[src/rtl/rtlmem_nr1w_clr.sv]
// rtl/rtlmem_nr1w_clr.sv - N-read/1-write RAM with write-first bypass, read-valid and clear engine
module rtlmem_nr1w_clr #(
  parameter int                 G_NRD      = 4,
  parameter int                 G_ADDR     = 4,
  parameter int                 G_WIDTH    = 8,
  parameter int                 G_DEPTH    = 2**G_ADDR,
  parameter int                 G_PIPELINE = 1,
  parameter logic [G_WIDTH-1:0] G_RST_VAL  = '0,
  parameter bit                 G_AUTOCLR  = 1'b1
) (
  input  logic                     i_clk,
  input  logic                     i_rst_n,
  input  logic                     i_clren,
  output logic                     o_clrrdy,
  input  logic                     i_memwe,
  input  logic [G_ADDR-1:0]        i_memwa,
  input  logic [G_WIDTH-1:0]       i_memdi,
  input  logic [G_NRD-1:0]         i_memre,
  input  logic [G_NRD*G_ADDR-1:0]  i_memra,
  output logic [G_NRD*G_WIDTH-1:0] o_memdo,
  output logic [G_NRD-1:0]         o_memvld
);

  localparam logic [G_ADDR:0]   LP_DEPTH = (G_ADDR+1)'(G_DEPTH);
  localparam logic [G_ADDR-1:0] LP_LAST  = G_ADDR'(G_DEPTH-1);

  typedef enum logic {S_IDLE, S_CLR} state_t;

  state_t             r_state;
  logic [G_ADDR-1:0]  r_clrcnt;
  logic               r_clrrdy;
  logic [G_WIDTH-1:0] r_mem [G_DEPTH];

  logic               w_wen;
  logic [G_ADDR-1:0]  w_waddr;
  logic [G_WIDTH-1:0] w_wdata;
  logic [G_ADDR-1:0]  w_ra   [G_NRD];
  logic [G_WIDTH-1:0] w_rdat [G_NRD];
  logic [G_WIDTH-1:0] r_do1  [G_NRD];
  logic [G_NRD-1:0]   r_vld1;
  logic [G_WIDTH-1:0] w_dout [G_NRD];
  logic [G_NRD-1:0]   w_vout;

  always_ff @(posedge i_clk) begin
    if (!i_rst_n) begin
      r_state  <= G_AUTOCLR ? S_CLR : S_IDLE;
      r_clrcnt <= '0;
      r_clrrdy <= !G_AUTOCLR;
    end else begin
      case (r_state)
        S_IDLE: begin
          if (i_clren) begin
            r_state  <= S_CLR;
            r_clrcnt <= '0;
            r_clrrdy <= 1'b0;
          end
        end
        S_CLR: begin
          if (r_clrcnt == LP_LAST) begin
            r_state  <= S_IDLE;
            r_clrcnt <= '0;
            r_clrrdy <= 1'b1;
          end else begin
            r_clrcnt <= r_clrcnt + 1'b1;
          end
        end
        default: begin
          r_state  <= S_IDLE;
          r_clrrdy <= 1'b1;
        end
      endcase
    end
  end

  // The clear sweep owns the single write port; user writes only land in IDLE.
  always_comb begin
    w_wen   = 1'b0;
    w_waddr = i_memwa;
    w_wdata = i_memdi;
    if (r_state == S_CLR) begin
      w_wen   = i_rst_n;
      w_waddr = r_clrcnt;
      w_wdata = G_RST_VAL;
    end else if (i_rst_n && i_memwe && ({1'b0, i_memwa} < LP_DEPTH)) begin
      w_wen = 1'b1;
    end
  end

  always_ff @(posedge i_clk) begin
    if (w_wen) begin
      r_mem[w_waddr] <= w_wdata;
    end
  end

  always_comb begin
    for (int i = 0; i < G_NRD; i++) begin
      w_rdat[i] = G_RST_VAL;
      if (r_state == S_IDLE && ({1'b0, w_ra[i]} < LP_DEPTH)) begin
        if (w_wen && (w_waddr == w_ra[i])) begin
          w_rdat[i] = w_wdata;
        end else begin
          w_rdat[i] = r_mem[w_ra[i]];
        end
      end
    end
  end

  always_ff @(posedge i_clk) begin
    if (!i_rst_n) begin
      r_vld1 <= '0;
      for (int i = 0; i < G_NRD; i++) begin
        r_do1[i] <= G_RST_VAL;
      end
    end else begin
      r_vld1 <= i_memre;
      for (int i = 0; i < G_NRD; i++) begin
        if (i_memre[i]) begin
          r_do1[i] <= w_rdat[i];
        end
      end
    end
  end

  generate
    if (G_PIPELINE == 2) begin : g_pipe2
      logic [G_WIDTH-1:0] r_do2 [G_NRD];
      logic [G_NRD-1:0]   r_vld2;

      // First stage already holds on idle ports, so copying it keeps the hold.
      always_ff @(posedge i_clk) begin
        if (!i_rst_n) begin
          r_vld2 <= '0;
          for (int i = 0; i < G_NRD; i++) begin
            r_do2[i] <= G_RST_VAL;
          end
        end else begin
          r_vld2 <= r_vld1;
          for (int i = 0; i < G_NRD; i++) begin
            r_do2[i] <= r_do1[i];
          end
        end
      end

      assign w_dout = r_do2;
      assign w_vout = r_vld2;
    end else begin : g_pipe1
      assign w_dout = r_do1;
      assign w_vout = r_vld1;
    end
  endgenerate

  for (genvar g = 0; g < G_NRD; g++) begin : g_port
    assign w_ra[g]                        = i_memra[g*G_ADDR +: G_ADDR];
    assign o_memdo[g*G_WIDTH +: G_WIDTH]  = w_dout[g];
  end

  assign o_memvld = w_vout;
  assign o_clrrdy = r_clrrdy;

endmodule

[config.mk]
export PLATFORM = sky130hd
export DESIGN_NAME = rtlmem_nr1w_clr
export DESIGN_NICKNAME = d
export VERILOG_FILES = /design/src/rtl/rtlmem_nr1w_clr.sv
export SDC_FILE = /design/constraint.sdc
export NUM_CORES = 1
export LEC_CHECK = 0
export CAP_MARGIN = 5
export CORE_ASPECT_RATIO = 1.4
export CORE_MARGIN = 3
export CORE_UTILIZATION = 40
export CTS_CLUSTER_DIAMETER = 50
export DETAILED_ROUTE_END_ITERATION = 8
export SLEW_MARGIN = 20
export SYNTH_ARGS = -nofsm -noshare
export SYNTH_HDL_FRONTEND = slang
export SYNTH_SLANG_ARGS = --single-unit
[constraint.sdc]
create_clock -name i_clk -period 3.1 [get_ports i_clk]
set_input_delay 0.62 -clock i_clk [delete_from_list [all_inputs] [get_ports i_clk]]
set_output_delay 0.62 -clock i_clk [all_outputs]
set_load 0.005 [all_outputs]
==> results of run 1 <==
## final cells by class
cell class | count | share of cell area
inverter | 4 | 0.001246
sequential | 170 | 0.3889
multi-input combinational | 430 | 0.4294
clock inverter | 14 | 0.008414
tap | 315 | 0.03272
clock buffer | 18 | 0.03563
antenna | 1 | 0.0002077
timing repair buffer | 128 | 0.1035
## worst max path at each step
| stage | end | slack, ns | cells past startpoint |
|---|---|---|---|
| 5_1_grt | o_memdo[29] | 0.18 | 5 |
| 3_5_place_dp | o_memdo[19] | 0.27 | 6 |
| 4_1_cts | o_memdo[29] | 0.37 | 5 |
| 2_1_floorplan | o_memdo[27] | 0.82 | 7 |
| 3_3_place_gp | o_memdo[3] | 0.26 | 6 |
| 6_report | o_memdo[29] | 0.33 | 5 |
## registers in the layout, indices dropped and copies added (netlist names)
register and flops:
r_state 1, o_memvld 4, o_clrrdy 1, r_clrcnt 4, r_mem 128, o_memdo 32
## cells in the mapped netlist, drive strengths merged (2+ instances only)
cell	n	area, sq um
a221o	32	320.3
nand3	3	15.01
inv	4	15.01
nor2b	38	237.7
nand2	20	75.07
a211oi	18	135.1
nor4	2	25.02
mux2i	36	397.9
nand4	3	18.77
clkbuf	14	52.55
edfxtp	128	3844
a22o	2	17.52
and3	4	25.02
o21ai	17	85.08
mux2	14	157.7
xor2	6	52.55
dfxtp	42	840.8
and2	36	225.2
xnor2	15	131.4
nand3b	2	15.01
buf	46	320.3
a21oi	21	105.1
mux4	128	2943
a31oi	2	12.51
nor2	19	73.82
a22oi	2	15.01
## placed cells by master (no fill, tap or decap), types with 5 or more instances in the layout
master / netlist / routed
edfxtp_1: 128 / 128
mux4_2: 112 / 112
clkdlybuf4s50_1: 0 / 68
buf_4: 4 / 46
dfxtp_1: 42 / 42
and2_1: 36 / 36
nor2b_1: 38 / 34
mux2i_1: 33 / 33
a221o_1: 32 / 32
a21oi_1: 21 / 21
nand2_1: 20 / 20
nor2_1: 18 / 18
a211oi_1: 18 / 18
clkbuf_16: 0 / 17
mux4_1: 16 / 16
xnor2_1: 15 / 15
mux2_2: 14 / 14
o21ai_1: 14 / 14
buf_12: 2 / 10
xor2_1: 6 / 6
clkinv_4: 0 / 5
## per-layer routing
metal	track usage	vias to the layer above	wire [um]
met5	0	-	0
met4	0.07720	0	868
met3	0.03944	46	1729
met2	0.4100	340	16880
met1	0.2770	3547	11830
li1	-	2920	-
## where the power goes
group	internal [mW]	switching [mW]	leakage (nW)
sequential	2.45	0.0244	1.53
combinational	0.353	0.356	2.34
clock	1.02	0.903	0.247
## worst min-delay path: stages (launching register included)
cell and delay (ns):
dfxtp_1 0.32, o21ai_0 0.06, a21boi_0 0.08
## logic make-up after synthesis
logic type / synth area share
AO/OA/AOI/OAI: 0.07042
XOR/XNOR: 0.01797
adder cells (fa/ha/maj): 0.001222
buffers and inverters: 0.03790
flip-flops: 0.4577
multiplexers: 0.3418
AND/OR/NAND/NOR: 0.07298
==> metrics, run 1 <==
vias per std cell 6.345; # IOs 73; critical path class flop to flop; worst hold stages 2; clk_skew 0.008806 ns; Fmax 0.3611 GHz; total global routing overflow 0; Final Setup Violations 0; share of cells above drive strength 1 0.2945; maximum capacitance violations 0; Min-Delay Endpoint o_clrrdy; crit-path cells mux2i_4, xnor2_1, nor4_2, nor2b_1, a221o_1; ys flop type edfxtp_1; cell area after placement 11,510 sq um; drt wl/cell 28.99 um; drt drc 0; critical path required time 3.48 ns; setup TNS 0 ns; Register Area 4684 sq um; Hold Buf Count CTS 0; post-synth cell types 44; die width 141.2 um; Slew @ Worst Pin 0.9246 ns; multi-input logic area 5172 sq um; Post-Synthesis Cells 664; Post-Route WL 31,300 um; Post-Place Cells 1,047; status complete, no violations; Pwr Total 5.104 mW; Slew headroom 0.3828; post-synthesis sequential area ratio 0.4577; CTS root buf clkbuf_16; CP Launch Type flop; H-tree levels 4; synthesized net count 701; Core ar. 24,930 sq um; first drt pass iteration count 5; Critical R2R Launch r_state; Final period util 0.8934; drt initial violations 737; later-pin clock latency in the skew report 0.44 ns; Crit path largest cell delay 0.92 ns; Critical Path Fanout Max 13; total of fill cells in the finished design 2,085; setup slack after layout 0.3303 ns; number of CTS-inserted buffers 17; nets@finish 788; post-cts resize count 0; syn avg cell area 15.41 sq um; first-pass GRT wire length 46,170 um; Post-DRT Antenna Nets 0; Die Ht 195.3 um; register bit count reported by yosys 170; Register-to-Register Setup Slack 0.33 ns; post-route cell area 12,050 sq um; Finished Layout Cells 1,080; unrepaired setup endpoints after global routing false; CP Capture Type flop; Util after Layout 0.4832; largest net degree at the start of global routing 35; Hold Startpoint o_clrrdy; CP Launch Point r_state; via count 6,853; hpwl dp 23,090 um; CP delay by family, top flip-flops; initial core utilization 0.4106; Syn. warnings 0; FFs w/ async S/R, synth 0; FP Rows 68; Power Dens Cells 423.7 nW/um^2; HP Class flop to flop; clock sink count 170; dpl ws 0.2700 ns; Final Hold Viols 0; Final Critical Period 2.770 ns; Buf/Inv on CP 0; Port Buf Inserts 72; Longest Clk Path Bufs 2; All-Layer GR Usage 0.2287; Layout area overhead 17.69%; EDFF count, synth 128; vias in the first global route 6,949; postcts setup bufs 0; antenna violations before repair 1; Die ar. 27,570 sq um; terminus of the critical flop-to-flop path o_memdo[29]; Hold WS 0.5114 ns; slowest CP cell dfxtp_1; Worst Path Arrival 3.15 ns; synthesized area 10,230 sq um; clock-pin slew on the worst setup and hold paths 0.07 ns; Slew Limit Fails 0; gpl congestion 0.9307; LEAKAGE 4.117 nW; Worst R2R Path Depth 5; CTS tree yes; VDD IR max 273.7 uV
Power figures use the tool's default switching activity.
==> run 2: changes to the inputs <==
GPL_ROUTABILITY_DRIVEN = 0   (was not set)
==> run 2 against run 1 <==
Compared with the run above:
- cell count about the same
- combinational power up 1%
- critical path depth grew 1
- cell area rose by 0.55%
- largest power group unchanged
- setup slack gained 0.076 ns
- largest cell class unchanged
==> metrics, run 2 (synthesis results as in run 1) <==
status complete, no violations; nets@finish 790 (+0.25%); Slew Limit Fails 0 (unchanged); total of fill cells in the finished design 2,087 (+0.096%); antenna violations before repair 0 (-1); via count 6,905 (+0.76%); VDD IR max 286.2 uV (+4.5%); maximum capacitance violations 0 (unchanged); CP dominant cell by count buf_4; switching share of power 0.2401 (-0.01139); hpwl dp 23,170 um (+0.34%); Layout area overhead 18.34%; cell area after placement 11,520 sq um (+0.13%); Pwr Total 5.295 mW (+3.8%); drt initial violations 715 (-3.0%); CP Capture Type flop; Buf/Inv on CP 3 (+3); first drt pass iteration count 5 (unchanged); crit-path cells buf_4, inv_1, o22ai_1, nand3b_1, nor2_1, buf_4; slowest CP cell dfxtp_1; Ant. Diodes 0 (-1); critical path required time 3.24 ns (-0.24 ns); dpl ws 0.2399 ns (-0.03007 ns); Clk network pwr share 0.398 (+0.021); Worst Path Arrival 2.83 ns (-0.32 ns); number of CTS-inserted buffers 17 (unchanged); post-cts resize count 0 (unchanged); clk_skew 0.006695 ns (-0.002110 ns); commonest non-fill, non-tap cell in the layout edfxtp_1; most frequent cells in the layout edfxtp_1, mux4_2, clkdlybuf4s50_1; CTS root buf clkbuf_16; Hold Buf Count CTS 0 (unchanged); setup TNS 0 ns (unchanged); Finished Layout Cells 1,081 (+0.093%); CTS tree yes; flip-flop count of the largest register after layout 128 (unchanged); HP Class flop to flop; Hold WS 0.5044 ns (-0.007000 ns); All-Layer GR Usage 0.2278 (-0.0008995); total net switching power 1.271 mW (-0.95%); Core ar. 24,930 sq um (unchanged); CP delay by family, top flip-flops; postcts setup bufs 0 (unchanged); unrepaired setup endpoints after global routing false; Final Critical Period 2.693 ns (-0.07629 ns); setup slack after layout 0.4066 ns (+0.07629 ns); largest net degree at the start of global routing 35 (unchanged); total global routing overflow 0 (unchanged); initial core utilization 0.4106 (unchanged); Post-Place Cells 1,049 (+0.19%); Fmax 0.3713 GHz (+2.8%); Post-DRT Antenna Nets 0 (unchanged); die width 141.2 um (unchanged); share of cells above drive strength 1 0.2963 (+0.001842); clock-pin slew on the worst setup and hold paths 0.07 ns (about the same); FP Rows 68 (unchanged); LEAKAGE 4.178 nW (+1.5%); vias per std cell 6.388 (+0.67%); Slew headroom 0.4010 (+0.01826); Power Dens Cells 437.2 nW/um^2 (+3.2%); Pint 4.024 mW (+5.3%); clock sink count 170 (unchanged); Register Area 4684 sq um (unchanged); Final Hold Viols 0 (unchanged); post-route cell area 12,110 sq um (+0.55%); Final Setup Violations 0 (unchanged); Reg power frac 0.466 (-0.018); CP Launch Type flop; Die Ht 195.3 um (unchanged); drt drc 0 (unchanged); later-pin clock latency in the skew report 0.44 ns (about the same); Critical Path Fanout Max 13 (unchanged); Slew @ Worst Pin 0.8972 ns (-0.02735 ns); Largest Register r_mem; multi-input logic area 5172 sq um (unchanged); vias in the first global route 6,948 (-0.014%); Crit path largest cell delay 0.91 ns (about the same); logic gate share of total power 0.136 (-0.003); Post-Route WL 31,240 um (-0.20%); drt wl/cell 28.90 um (-0.29%); Final period util 0.8688 (-0.02461); Die ar. 27,570 sq um (unchanged); Port Buf Inserts 72 (unchanged); # IOs 73 (unchanged); first-pass GRT wire length 46,000 um (-0.37%); critical path class flop to flop; H-tree levels 4 (unchanged); Util after Layout 0.4858 (+0.002660); Longest Clk Path Bufs 2 (unchanged)
run 2: cell type report:
type,count,area share
Sequential cell,170,0.3868
Inverter,4,0.001240
Clock inverter,10,0.007231
Tap cell,315,0.03254
Multi-Input combinational cell,430,0.4271
Clock buffer,22,0.04101
Timing Repair Buffer,130,0.1041
run 2: worst reg2reg max path, stage by stage (launching register included):
cell and delay (ns):
dfxtp_1 0.91, buf_4 0.33, inv_1 0.19, o22ai_1 0.27, nand3b_1 0.30, nor2_1 0.18
buf_4 0.21
run 2: power groups by stage:
stage | sequential, mW | clock, mW | combinational [mW]
floorplan | 2.51 | 0 | 0.469
global placement | 2.52 | 0 | 0.711
detailed placement | 2.52 | 0 | 0.713
CTS | 2.47 | 2.14 | 0.717
global route | 2.47 | 2.24 | 0.757
finish | 2.47 | 2.11 | 0.718
run 2: final timing paths:
| path | startpoint | to | slack (ns) | cells after the start |
|---|---|---|---|---|
| min | o_clrrdy | o_clrrdy | 0.50 | 2 |
| max | r_state | r_mem[5][5] | 0.41 | 6 |
| min reg2reg | o_clrrdy | o_clrrdy | 0.50 | 2 |
| max reg2reg | r_state | r_mem[5][5] | 0.41 | 6 |
run 2: metal layers:
| metal | wire, um | GRT usage | vias up |
|---|---|---|---|
| met5 | 0 | 0 | - |
| met4 | 1248 | 0.09336 | 0 |
| met3 | 2256 | 0.04483 | 79 |
| met2 | 16390 | 0.4018 | 367 |
| met1 | 11350 | 0.2708 | 3530 |
| li1 | - | - | 2929 |
==> run 3: changes to the inputs <==
CORE_UTILIZATION = 43   (was 40)
==> run 3 against run 2 <==
Compared with the run above:
- fmax fell by 5.5%
- combinational power rose by 2%
- clock-buffer cell count fell by 2
- flip-flop and latch count did not move
- sequential power barely moved
- core utilization rose by 3.6 points
- cell area rose by 0.33%
- critical endpoint is now r_mem[1][1]
- clock skew rose by 0.0032 ns
- largest power group unchanged
- first-iteration DRC count rose by 8.8%
==> metrics, run 3 (synthesis results as in run 1) <==
Core ar. 23,290 sq um (-6.6%); Slew @ Worst Pin 0.9114 ns (+0.01418 ns); die width 136.4 um (-3.4%); first-pass GRT wire length 46,310 um (+0.67%); drt drc 0 (unchanged); # IOs 73 (unchanged); critical path required time 3.25 ns (about the same); later-pin clock latency in the skew report 0.44 ns (about the same); Critical R2R Launch r_state; maximum capacitance violations 0 (unchanged); LEAKAGE 4.198 nW (+0.47%); Post-Route WL 32,260 um (+3.2%); dpl ws 0.09495 ns (-0.1449 ns); Power Dens Cells 439.0 nW/um^2 (+0.42%); crit-path cells buf_4, inv_1, o22ai_1, nand3_1, nor2_1, buf_4; post-cts resize count 0 (unchanged); Crit path largest cell delay 0.70 ns (-0.21 ns); flip-flop count of the largest register after layout 128 (unchanged); clk_skew 0.009916 ns (+0.003221 ns); Hold Startpoint o_clrrdy; initial core utilization 0.4395 (+0.02894); via count 7,075 (+2.5%); CP Launch Type flop; antenna violations before repair 0 (unchanged); CP Capture Type flop; Pwr Total 5.335 mW (+0.75%); setup TNS 0 ns (unchanged); CP Launch Point r_state; Critical Path Fanout Max 10 (-3); H-tree levels 4 (unchanged); Final Setup Violations 0 (unchanged); postcts setup bufs 0 (unchanged); status complete, no violations; Die Ht 188.5 um (-3.4%); nets@finish 799 (+1.1%); Post-DRT Antenna Nets 0 (unchanged); drt wl/cell 29.87 um (+3.3%); vias per std cell 6.551 (+2.6%); CTS tree yes; Layout area overhead 18.73%; hpwl dp 22,820 um (-1.5%); All-Layer GR Usage 0.2538 (+0.02592); Die ar. 25,720 sq um (-6.7%); setup slack after layout 0.2511 ns (-0.1555 ns); first drt pass iteration count 7 (+2); Fmax 0.3510 GHz (-5.5%); vias in the first global route 7,175 (+3.3%); number of CTS-inserted buffers 17 (unchanged); Largest Register r_mem; most frequent cells in the layout edfxtp_1, mux4_2, clkdlybuf4s50_1; share of cells above drive strength 1 0.3023 (+0.005981); commonest non-fill, non-tap cell in the layout edfxtp_1; Final Hold Viols 0 (unchanged); unrepaired setup endpoints after global routing false; clock sink count 170 (unchanged); Slew headroom 0.3896 (-0.01139); Hold WS 0.5052 ns (+0.0008120 ns); CTS root buf clkbuf_16; CP dominant cell by count buf_4; clock-pin slew on the worst setup and hold paths 0.07 ns (about the same); slowest CP cell dfxtp_1; Final period util 0.9190 (+0.05017); total global routing overflow 0 (unchanged); critical path class flop to flop; Final Critical Period 2.849 ns (+0.1555 ns); Longest Clk Path Bufs 2 (unchanged); Slew Limit Fails 0 (unchanged); drt initial violations 778 (+8.8%); largest net degree at the start of global routing 35 (unchanged); FP Rows 66 (-2.9%); Worst Path Arrival 3.00 ns (+0.17 ns); Hold Buf Count CTS 0 (unchanged); HP Class flop to flop; Port Buf Inserts 72 (unchanged); Ant. Diodes 0 (unchanged); VDD IR max 358.9 uV (+25%)
-- run 3: routing by layer --
| metal | GRT usage | share of wire | up-vias |
|---|---|---|---|
| met3 | 0.03632 | 0.074 | 91 |
| li1 | - | - | 2940 |
| met5 | 0 | 0 | - |
| met2 | 0.4496 | 0.52 | 437 |
| met1 | 0.2923 | 0.34 | 3607 |
| met4 | 0.1381 | 0.060 | 0 |
-- run 3: final cells by class --
class                           count  area [sq um]
Timing Repair Buffer              139          1316
Fill cell                        1892         11140
Inverter                            4         15.01
Clock inverter                     11         148.9
Sequential cell                   170          4684
Clock buffer                       20         436.7
Tap cell                          306         382.9
Multi-Input combinational cell    430          5167
-- run 3: worst paths after layout --
kind                 endpoint  slack [ns]  cells past startpoint
setup / recovery  r_mem[1][1]        0.25                      6
hold / removal       o_clrrdy        0.51                      2
setup reg to reg  r_mem[1][1]        0.25                      6
hold reg to reg      o_clrrdy        0.51                      2
-- run 3: metrics by stage --
| step | std cells | instance area [sq um] | util |
|---|---|---|---|
| 3_5_place_dp | 1049 | 11570 | 0.4967 |
| 4_1_cts | 1080 | 12150 | 0.5218 |
| 5_1_grt | 1080 | 12150 | 0.5218 |
| 2_1_floorplan | 664 | 10230 | - |
| 3_3_place_gp | 1049 | 11560 | 0.4965 |
| 6_report | 1080 | 12150 | 0.5218 |
-- run 3: where the power goes --
group          internal (mW)  leakage, nW  total (mW)  switching, mW
clock                   1.26        0.276        2.14          0.875
combinational          0.355         2.39       0.731          0.375
sequential              2.45         1.53        2.47         0.0232
-- run 3: worst max-delay path, delay by kind of cell, from the launching register on --
kind | cells | cell delay (ns)
AND/OR/NAND/NOR | 2 | 0.88
buffers and inverters | 3 | 0.72
flip-flops | 1 | 0.70
AO/OA/AOI/OAI | 1 | 0.26
